### src/rtl/qspi_fifo_pkg.sv
// Shared constants and helpers for the QSPI TX/RX data-path FIFOs.
package qspi_fifo_pkg;

  localparam int TX_DATA_WIDTH = 32;
  localparam int TX_ADDR_WIDTH = 4;
  localparam int RX_DATA_WIDTH = 32;
  localparam int RX_ADDR_WIDTH = 4;

  // The level counter needs one extra bit so that a completely full FIFO (DEPTH) fits.
  function automatic int level_width(input int addr_width);
    return addr_width + 1;
  endfunction

endpackage

### src/rtl/qspi_fifo_ext_if.sv
// Push/pop and status bundle between the front end (master) and the FIFO (slave).
interface qspi_fifo_ext_if
  import qspi_fifo_pkg::*;
#(
  parameter int DATA_WIDTH = 32,
  parameter int ADDR_WIDTH = 4
) ();

  logic                                 flush;
  logic                                 clr_err;
  logic                                 wr_en;
  logic [DATA_WIDTH-1:0]                wr_data;
  logic                                 rd_en;
  logic [DATA_WIDTH-1:0]                rd_data;
  logic                                 full;
  logic                                 empty;
  logic                                 almost_full;
  logic                                 almost_empty;
  logic [level_width(ADDR_WIDTH)-1:0]   level;
  logic                                 overflow;
  logic                                 underflow;

  modport master (
    output flush, clr_err, wr_en, wr_data, rd_en,
    input  rd_data, full, empty, almost_full, almost_empty, level, overflow, underflow
  );

  modport slave (
    input  flush, clr_err, wr_en, wr_data, rd_en,
    output rd_data, full, empty, almost_full, almost_empty, level, overflow, underflow
  );

endinterface

### src/rtl/qspi_fifo_ram.sv
// FIFO storage: one synchronous write port and one asynchronous read port.
module qspi_fifo_ram #(
  parameter int DATA_WIDTH = 32,
  parameter int ADDR_WIDTH = 4
) (
  input  logic                  clk,
  input  logic                  we,
  input  logic [ADDR_WIDTH-1:0] waddr,
  input  logic [DATA_WIDTH-1:0] wdata,
  input  logic [ADDR_WIDTH-1:0] raddr,
  output logic [DATA_WIDTH-1:0] rdata
);

  logic [DATA_WIDTH-1:0] mem [2**ADDR_WIDTH];

  always_ff @(posedge clk) begin
    if (we) mem[waddr] <= wdata;
  end

  assign rdata = mem[raddr];

endmodule

### src/rtl/qspi_fifo_ext.sv
// Parametrised single-clock FIFO with FWFT option, thresholds, occupancy and sticky errors.
module qspi_fifo_ext
  import qspi_fifo_pkg::*;
#(
  parameter int DATA_WIDTH = TX_DATA_WIDTH,
  parameter int ADDR_WIDTH = TX_ADDR_WIDTH,
  parameter int FWFT       = 0,
  parameter int AF_THRESH  = (1 << ADDR_WIDTH) - 1,
  parameter int AE_THRESH  = 1
) (
  input logic            clk,
  input logic            reset,
  qspi_fifo_ext_if.slave bus
);

  localparam int DEPTH   = 1 << ADDR_WIDTH;
  localparam int LEVEL_W = level_width(ADDR_WIDTH);

  logic [ADDR_WIDTH-1:0] wptr, rptr;
  logic [LEVEL_W-1:0]    level_q, next_level;
  logic                  full_q, empty_q, af_q, ae_q;
  logic                  ovf_q, unf_q;
  logic                  push_ok, pop_ok;
  logic [DATA_WIDTH-1:0] ram_rdata;

  assign push_ok = bus.wr_en & ~full_q  & ~bus.flush & ~reset;
  assign pop_ok  = bus.rd_en & ~empty_q & ~bus.flush & ~reset;

  always_comb begin
    next_level = level_q;
    case ({push_ok, pop_ok})
      2'b10:   next_level = level_q + 1'b1;
      2'b01:   next_level = level_q - 1'b1;
      default: next_level = level_q;
    endcase
  end

  always_ff @(posedge clk) begin
    if (reset || bus.flush) begin
      wptr    <= '0;
      rptr    <= '0;
      level_q <= '0;
      full_q  <= 1'b0;
      empty_q <= 1'b1;
      af_q    <= 1'b0;
      ae_q    <= 1'b1;
    end else begin
      if (push_ok) wptr <= wptr + 1'b1;
      if (pop_ok)  rptr <= rptr + 1'b1;
      level_q <= next_level;
      full_q  <= (next_level == LEVEL_W'(DEPTH));
      empty_q <= (next_level == '0);
      af_q    <= (next_level >= LEVEL_W'(AF_THRESH));
      ae_q    <= (next_level <= LEVEL_W'(AE_THRESH));
    end
  end

  // Sticky errors survive flush; a new error in the same cycle as clr_err wins.
  always_ff @(posedge clk) begin
    if (reset) begin
      ovf_q <= 1'b0;
      unf_q <= 1'b0;
    end else begin
      ovf_q <= (bus.wr_en & full_q  & ~bus.flush) | (ovf_q & ~bus.clr_err);
      unf_q <= (bus.rd_en & empty_q & ~bus.flush) | (unf_q & ~bus.clr_err);
    end
  end

  qspi_fifo_ram #(
    .DATA_WIDTH (DATA_WIDTH),
    .ADDR_WIDTH (ADDR_WIDTH)
  ) u_ram (
    .clk   (clk),
    .we    (push_ok),
    .waddr (wptr),
    .wdata (bus.wr_data),
    .raddr (rptr),
    .rdata (ram_rdata)
  );

  generate
    if (FWFT != 0) begin : g_fwft
      assign bus.rd_data = empty_q ? '0 : ram_rdata;
    end else begin : g_reg
      logic [DATA_WIDTH-1:0] rd_q;
      always_ff @(posedge clk) begin
        if (reset || bus.flush) rd_q <= '0;
        else if (pop_ok)        rd_q <= ram_rdata;
      end
      assign bus.rd_data = rd_q;
    end
  endgenerate

  assign bus.full         = full_q;
  assign bus.empty        = empty_q;
  assign bus.almost_full  = af_q;
  assign bus.almost_empty = ae_q;
  assign bus.level        = level_q;
  assign bus.overflow     = ovf_q;
  assign bus.underflow    = unf_q;

endmodule
### src/flat_wrapper.sv
// flat-port wrapper written by rule: the top's interface ports become plain ports
module qspi_fifo_ext_flat import qspi_fifo_pkg::*;
#(
  parameter int DATA_WIDTH = TX_DATA_WIDTH,
  parameter int ADDR_WIDTH = TX_ADDR_WIDTH,
  parameter int FWFT       = 0,
  parameter int AF_THRESH  = (1 << ADDR_WIDTH) - 1,
  parameter int AE_THRESH  = 1
)
  (clk, reset, bus_flush, bus_clr_err, bus_wr_en, bus_wr_data, bus_rd_en, bus_rd_data, bus_full, bus_empty, bus_almost_full, bus_almost_empty, bus_level, bus_overflow, bus_underflow);
  qspi_fifo_ext_if #(.DATA_WIDTH(DATA_WIDTH), .ADDR_WIDTH(ADDR_WIDTH)) bus_i ();
  input logic clk;
  input logic reset;
  input wire logic [$bits(bus_i.flush)-1:0] bus_flush;
  input wire logic [$bits(bus_i.clr_err)-1:0] bus_clr_err;
  input wire logic [$bits(bus_i.wr_en)-1:0] bus_wr_en;
  input wire logic [$bits(bus_i.wr_data)-1:0] bus_wr_data;
  input wire logic [$bits(bus_i.rd_en)-1:0] bus_rd_en;
  output wire logic [$bits(bus_i.rd_data)-1:0] bus_rd_data;
  output wire logic [$bits(bus_i.full)-1:0] bus_full;
  output wire logic [$bits(bus_i.empty)-1:0] bus_empty;
  output wire logic [$bits(bus_i.almost_full)-1:0] bus_almost_full;
  output wire logic [$bits(bus_i.almost_empty)-1:0] bus_almost_empty;
  output wire logic [$bits(bus_i.level)-1:0] bus_level;
  output wire logic [$bits(bus_i.overflow)-1:0] bus_overflow;
  output wire logic [$bits(bus_i.underflow)-1:0] bus_underflow;
  assign bus_i.flush = bus_flush;
  assign bus_i.clr_err = bus_clr_err;
  assign bus_i.wr_en = bus_wr_en;
  assign bus_i.wr_data = bus_wr_data;
  assign bus_i.rd_en = bus_rd_en;
  assign bus_rd_data = bus_i.rd_data;
  assign bus_full = bus_i.full;
  assign bus_empty = bus_i.empty;
  assign bus_almost_full = bus_i.almost_full;
  assign bus_almost_empty = bus_i.almost_empty;
  assign bus_level = bus_i.level;
  assign bus_overflow = bus_i.overflow;
  assign bus_underflow = bus_i.underflow;
  qspi_fifo_ext #(.DATA_WIDTH(DATA_WIDTH), .ADDR_WIDTH(ADDR_WIDTH), .FWFT(FWFT), .AF_THRESH(AF_THRESH), .AE_THRESH(AE_THRESH)) u_core (.clk(clk), .reset(reset), .bus(bus_i));
endmodule
### config.mk
export PLATFORM = sky130hd
export DESIGN_NAME = qspi_fifo_ext_flat
export DESIGN_NICKNAME = d
export VERILOG_FILES = /design/src/rtl/qspi_fifo_pkg.sv /design/src/rtl/qspi_fifo_ext_if.sv /design/src/rtl/qspi_fifo_ram.sv /design/src/rtl/qspi_fifo_ext.sv /design/src/flat_wrapper.sv
export SDC_FILE = /design/constraint.sdc
export NUM_CORES = 1
export LEC_CHECK = 0
export ABC_AREA = 1
export CAP_MARGIN = 10
export CORE_UTILIZATION = 60
export CTS_CLUSTER_SIZE = 25
export DETAILED_ROUTE_END_ITERATION = 12
export PLACE_DENSITY = 0.78
export SYNTH_ARGS = -nofsm -noshare
export SYNTH_HDL_FRONTEND = slang
export SYNTH_HIERARCHICAL = 1
export SYNTH_SLANG_ARGS = --single-unit
### constraint.sdc
create_clock -name clk -period 9 [get_ports clk]
set_clock_uncertainty 0.1 [all_clocks]
set_input_delay 2.25 -clock clk [delete_from_list [all_inputs] [get_ports clk]]
set_output_delay 2.25 -clock clk [all_outputs]
set_load 0.02 [all_outputs]
==> impl_metrics.ini <==
[outcome]
status = complete, no violations

[global_routing]
grt_start_max_net_pins = 121
gr-usage-all-layers_pct = 27.7
grt_pass1_wl_mm = 87.1
antenna_found_initial = 0
grt_overflow = 0
grt_pass1_vias = 16300

[clocking]
postCtsSetupRepairBufs = 0
post_cts_resize_count = 0
ctsHoldBuffers = 0
clock_path_buffers = 3
cts_inserted_buffers = 56
clock_latency_ps = 600
clock_sinks = 563
htree_levels = 2
cts_tree = yes
cts_root_buffer = clkbuf_16
clk_pin_slew_ps = 50

[synthesis]
yosysWarningCount = 6
netlist.area_leader.share_pct = 63.7
synth.largest_area_cell = edfxtp_1
synth_commonest_cells = 748 x nand2_1, 512 x edfxtp_1, 404 x inv_1
ys_seq_area_share_pct = 67.9
synth_edf_count = 512
syn_area_um2 = 24100
synth_cell_types = 35
synth_nets = 2395
async_flop_share_pct = 0
synthTopCellsByArea = edfxtp_1 64%, nand2_1 12%, nand3_1 8.2%, inv_1 6.3%, dfxtp_1 4.2%
yosysMostFrequentCell = nand2_1
synth-seq-cells = 563
yosys_most_used_dff = edfxtp_1
syn_inst = 2350
synth.avg_cell_area_um2 = 10.3

[floorplan]
fp.dieH_um = 203
rows = 73
die_w_um = 203
initial_core_util_pct = 60.8
pin_count = 81
core_area_um2 = 39700
die_area_um2 = 41000

[sta]
hold_violations = 0
tightest_slew_ps = 1330
finalMaxSlewViolations = 0
clock.fmax_mhz = 208
finalSetupViolations = 0
finalCriticalPeriod_ps = 4810
relSlewSlack_pct = 10.9
tns_ps = 0
fin_crit_sh_pct = 53.4
rsz0062_at_grt = false

[critical_path]
required_ps = 9100
r2r_cells = 9
worstSetupEndpointType = register
path_max_fanout = 32
arrival_ps = 4900
path_class = input port to register
cp-start-kind = input port

[routing]
drt-total-wl_mm = 56.3
via_per_inst = 5.58
vias = 16500
drc = 0
ant_nets = 0
first_pass_iters = 5
wl_per_cell_um = 19.0
drt-initial-drc-count = 1771

[cells_and_area]
diodes = 0
drive_above_1_share_pct = 5.42
utilization_pct = 67.9
instances_no_fill = 2959
final_area_um2 = 27000
syn_to_final_growth_pct = 11.7
fin_nets = 2433

[placed_design]
placed_cell_area_um2 = 25100
port_buffers = 80
place_congestion = 0.830
hpwl_mm = 30.6
dp.cells = 2855

[power_and_ir_drop]
leakage_uw = 0.0112
power_uw = 5350
peakVddDrop_mv = 0.201
power_density_nw_per_um2 = 198

[worst_hold_path]
hold_path.class = register to register
min_path_cells = 2

[run]
drv_cap = 0
==> worst max-delay path, cell delays in order <==
cell	delay, ps
clkdlybuf4s50_1	470
nor2_4	370
nand2_1	200
inv_2	150
nand3b_1	330
nor2_4	1120
==> through the flow <==
step | setup slack, ps | hold WS [ps]
detailed placement | 3620 | 345
global placement | 3740 | 338
CTS | 4240 | 353
floorplan | 4300 | 370
global route | 4060 | 380
finish | 4190 | 350
==> kinds of logic after synthesis <==
group	synth area share [%]
AOI/OAI and AO/OA	0.985
and+or+nand+nor	21.0
adders and majority gates	0.394
DFF	67.9
xor gates and xnor gates	0.181
buffers and inverters	9.52
==> state kept, by name, indices dropped and copies added (netlist names) <==
| register | count |
|---|---|
| u_core/bus.almost_empty | 1 |
| u_core/bus.empty | 1 |
| u_core/bus.full | 1 |
| u_core/bus.level | 5 |
| u_core/bus.rd_data | 32 |
| u_core/rptr | 4 |
| u_core/bus.overflow | 1 |
| u_core/u_ram/mem | 512 |
| u_core/wptr | 4 |
| u_core/bus.underflow | 1 |
| u_core/bus.almost_full | 1 |
==> power breakdown <==
part | leakage [µW] | internal [µW] | total, µW | switching (µW)
clock | 0.000919 | 1410 | 2360 | 953
combinational | 0.00525 | 34.2 | 121 | 86.9
sequential | 0.00502 | 2860 | 2860 | 5.66
==> path summary, 6_finish.rpt <==
path / end / start / slack, ps
setup / recovery: u_core/u_ram/mem[11][2]$_DFFE_PP_ / reset / 4190
hold / removal: u_core/bus.overflow$_SDFF_PP0_ / u_core/bus.overflow$_SDFF_PP0_ / 350
setup reg to reg: u_core/bus.rd_data[8]$_SDFFE_PP0P_ / u_core/rptr[0]$_SDFFE_PP0P_ / 5710
hold reg to reg: u_core/bus.overflow$_SDFF_PP0_ / u_core/bus.overflow$_SDFF_PP0_ / 350
==> cell type report <==
| cell class | instances | area, µm² |
|---|---|---|
| clock buffers | 75 | 1560 |
| well taps | 525 | 657 |
| flip-flops and latches | 563 | 16400 |
| repair buffers | 96 | 921 |
| clock inverters | 29 | 319 |
| fillers | 2819 | 12800 |
| inverters | 410 | 1550 |
| multi-input cells | 1261 | 5570 |
==> placed cells by master, fill, tap and decap left out, types with 7 or more instances in the layout <==
master and n:
dfxtp_1 47, edfxtp_1 512, clkdlybuf4s50_1 80, clkinv_2 7, clkinv_1 11, nor2_1 33, buf_4 16, clkbuf_1 10
nand2_1 748, inv_1 403, nand3_1 394, a21oi_1 27, o21ai_1 8, clkbuf_16 57, bufinv_16 7, nor2_4 17
==> routing by layer <==
layer	global-route usage, %	part of all wire (%)	up-vias
li1	-	-	7651
met1	36.7	40	7851
met2	46.6	48	864
met3	3.39	8.6	138
met4	11.7	3.4	0
met5	0	0	-
No activity file was read; power rests on OpenSTA's default activity.
==> variant (same flow settings) <==
Set the package constant `TX_ADDR_WIDTH` to 5 (it was 4).
--- a/src/rtl/qspi_fifo_pkg.sv
+++ b/src/rtl/qspi_fifo_pkg.sv
@@ -4,3 +4,3 @@
   localparam int TX_DATA_WIDTH = 32;
-  localparam int TX_ADDR_WIDTH = 4;
+  localparam int TX_ADDR_WIDTH = 5;
   localparam int RX_DATA_WIDTH = 32;
Interface: changed (resized bus_level); port bits go from 81 to 82. No check against the original RTL was run, so the function may have changed too.
==> variant against the unedited design <==
- largest power group unchanged
- highest routed layer is now met5
- largest cell class unchanged
- sequential share of layout area grew 5.2 points
- sequential cell count increased by 515
- synthesized area grew 82%
- routed wire length grew 110%
- design area increased by 79%
- die area up 81%
- worst setup slack worse by 0.89 ns
- total power up 86%
==> variant: results (changes against the unedited design) <==
metric,value,unit,change
"slowest stage delay, CP",0.71,ns,was 1.12 ns
Hold Path Sink,u_core/bus.rd_data[8],,was u_core/bus.overflow
All-Layer GR Usage,31.6,%,was 27.7%
sequential share of the synthesized area,72.3,%,was 67.9%
minimum clock period,5.70,ns,was 4.81 ns
leading post-synthesis cells by cell area,"edfxtp_1 70%, nand2_1 13%, nand3_1 9.4%",,"was edfxtp_1 64%, nand2_1 12%, nand3_1 8.2%"
Post-Synth Adder-Cell Area,0.245,%,was 0.394%
TritonRoute pass-1 iters,6,,was 5
Worst-Margin Slew,1.32,ns,was 1.33 ns
Final Routed Wirelength,118000,µm,was 56300 µm
Placement Setup Slack,2.70,ns,was 3.62 ns
"top cells by count, synth","1535 x nand2_1, 1024 x edfxtp_1, 829 x nand3_1",,"was 748 x nand2_1, 512 x edfxtp_1, 404 x inv_1"
Vias per Instance,6.19,,was 5.58
Post-synth EDFFs,1024,,was 512
# port buffers,81,,was 80
"slowest stage cell, crit path",inv_2,,was nor2_4
Worst IR Drop VDD,136,µV,was 201 µV
FF-to-FF setup slack,5.01,ns,was 5.71 ns
global placement routability congestion,0.906,,was 0.830
vias in the first global route,28000,,was 16300
crit path DAT,6.20,ns,was 4.90 ns
initial DRC count,4520,,was 1771
leakage power total,17.5,nW,was 11.2 nW
compound-cell area share of the yosys netlist,0.341,%,was 0.985%
outcome,"finished, final reports clean",,unchanged
synthesis-to-layout area growth,9.68,%,was 11.7%
initial antenna violation count,7,,was 0
Yosys warning total,6,,unchanged
"critical path fanouts, max",42,,was 32
Largest register FFs,1024,,was 512
H-tree depth,3,,was 2
unique cell type count in the Yosys netlist,33,,was 35
first-pass GRT wire length,173000,µm,was 87100 µm
hpwl dp,66100,µm,was 30600 µm
Worst-Skew Late Latency,0.67,ns,was 0.60 ns
min-delay src,u_core/bus.rd_data[8],,was u_core/bus.overflow
Synth Area in XOR/XNOR,0.0199,%,was 0.181%
reg2reg end,u_core/bus.rd_data[3],,was u_core/bus.rd_data[8]
==> variant: metal layers <==
metal / global-route usage, % / share of wire (%)
met2: 48.9 / 46
met1: 43.0 / 36
met4: 15.0 / 4.9
met5: 0 / 0.031
met3: 6.91 / 13
==> variant: through the flow <==
step	cell area, µm²	cells	utilization, %	hold WS, ns	total power (W)
detailed placement	44900	4636	62.4	0.361	0.00579
CTS	48300	4832	67.1	0.370	0.00996
finish	48300	4832	67.1	0.366	0.00995
global placement	44900	4636	62.4	0.344	0.00578
global route	48300	4832	67.1	0.385	0.0102
floorplan	44000	3795	-	0.343	0.00565
==> variant: area by class of cell <==
cell class	count	area (µm²)
sequential	1078	31800
fill	4932	23700
multi-input combinational	2454	10700
clock buffer	145	2910
tap	950	1190
timing repair buffer	121	1060
clock inverter	51	423
inverter	33	153
==> variant: power breakdown <==
group          internal [W]  switching [W]  total (W)
Clock               0.00243        0.00183    0.00426
Sequential          0.00549     0.00000516    0.00550
Combinational     0.0000346       0.000153   0.000188
Total               0.00796        0.00199    0.00995
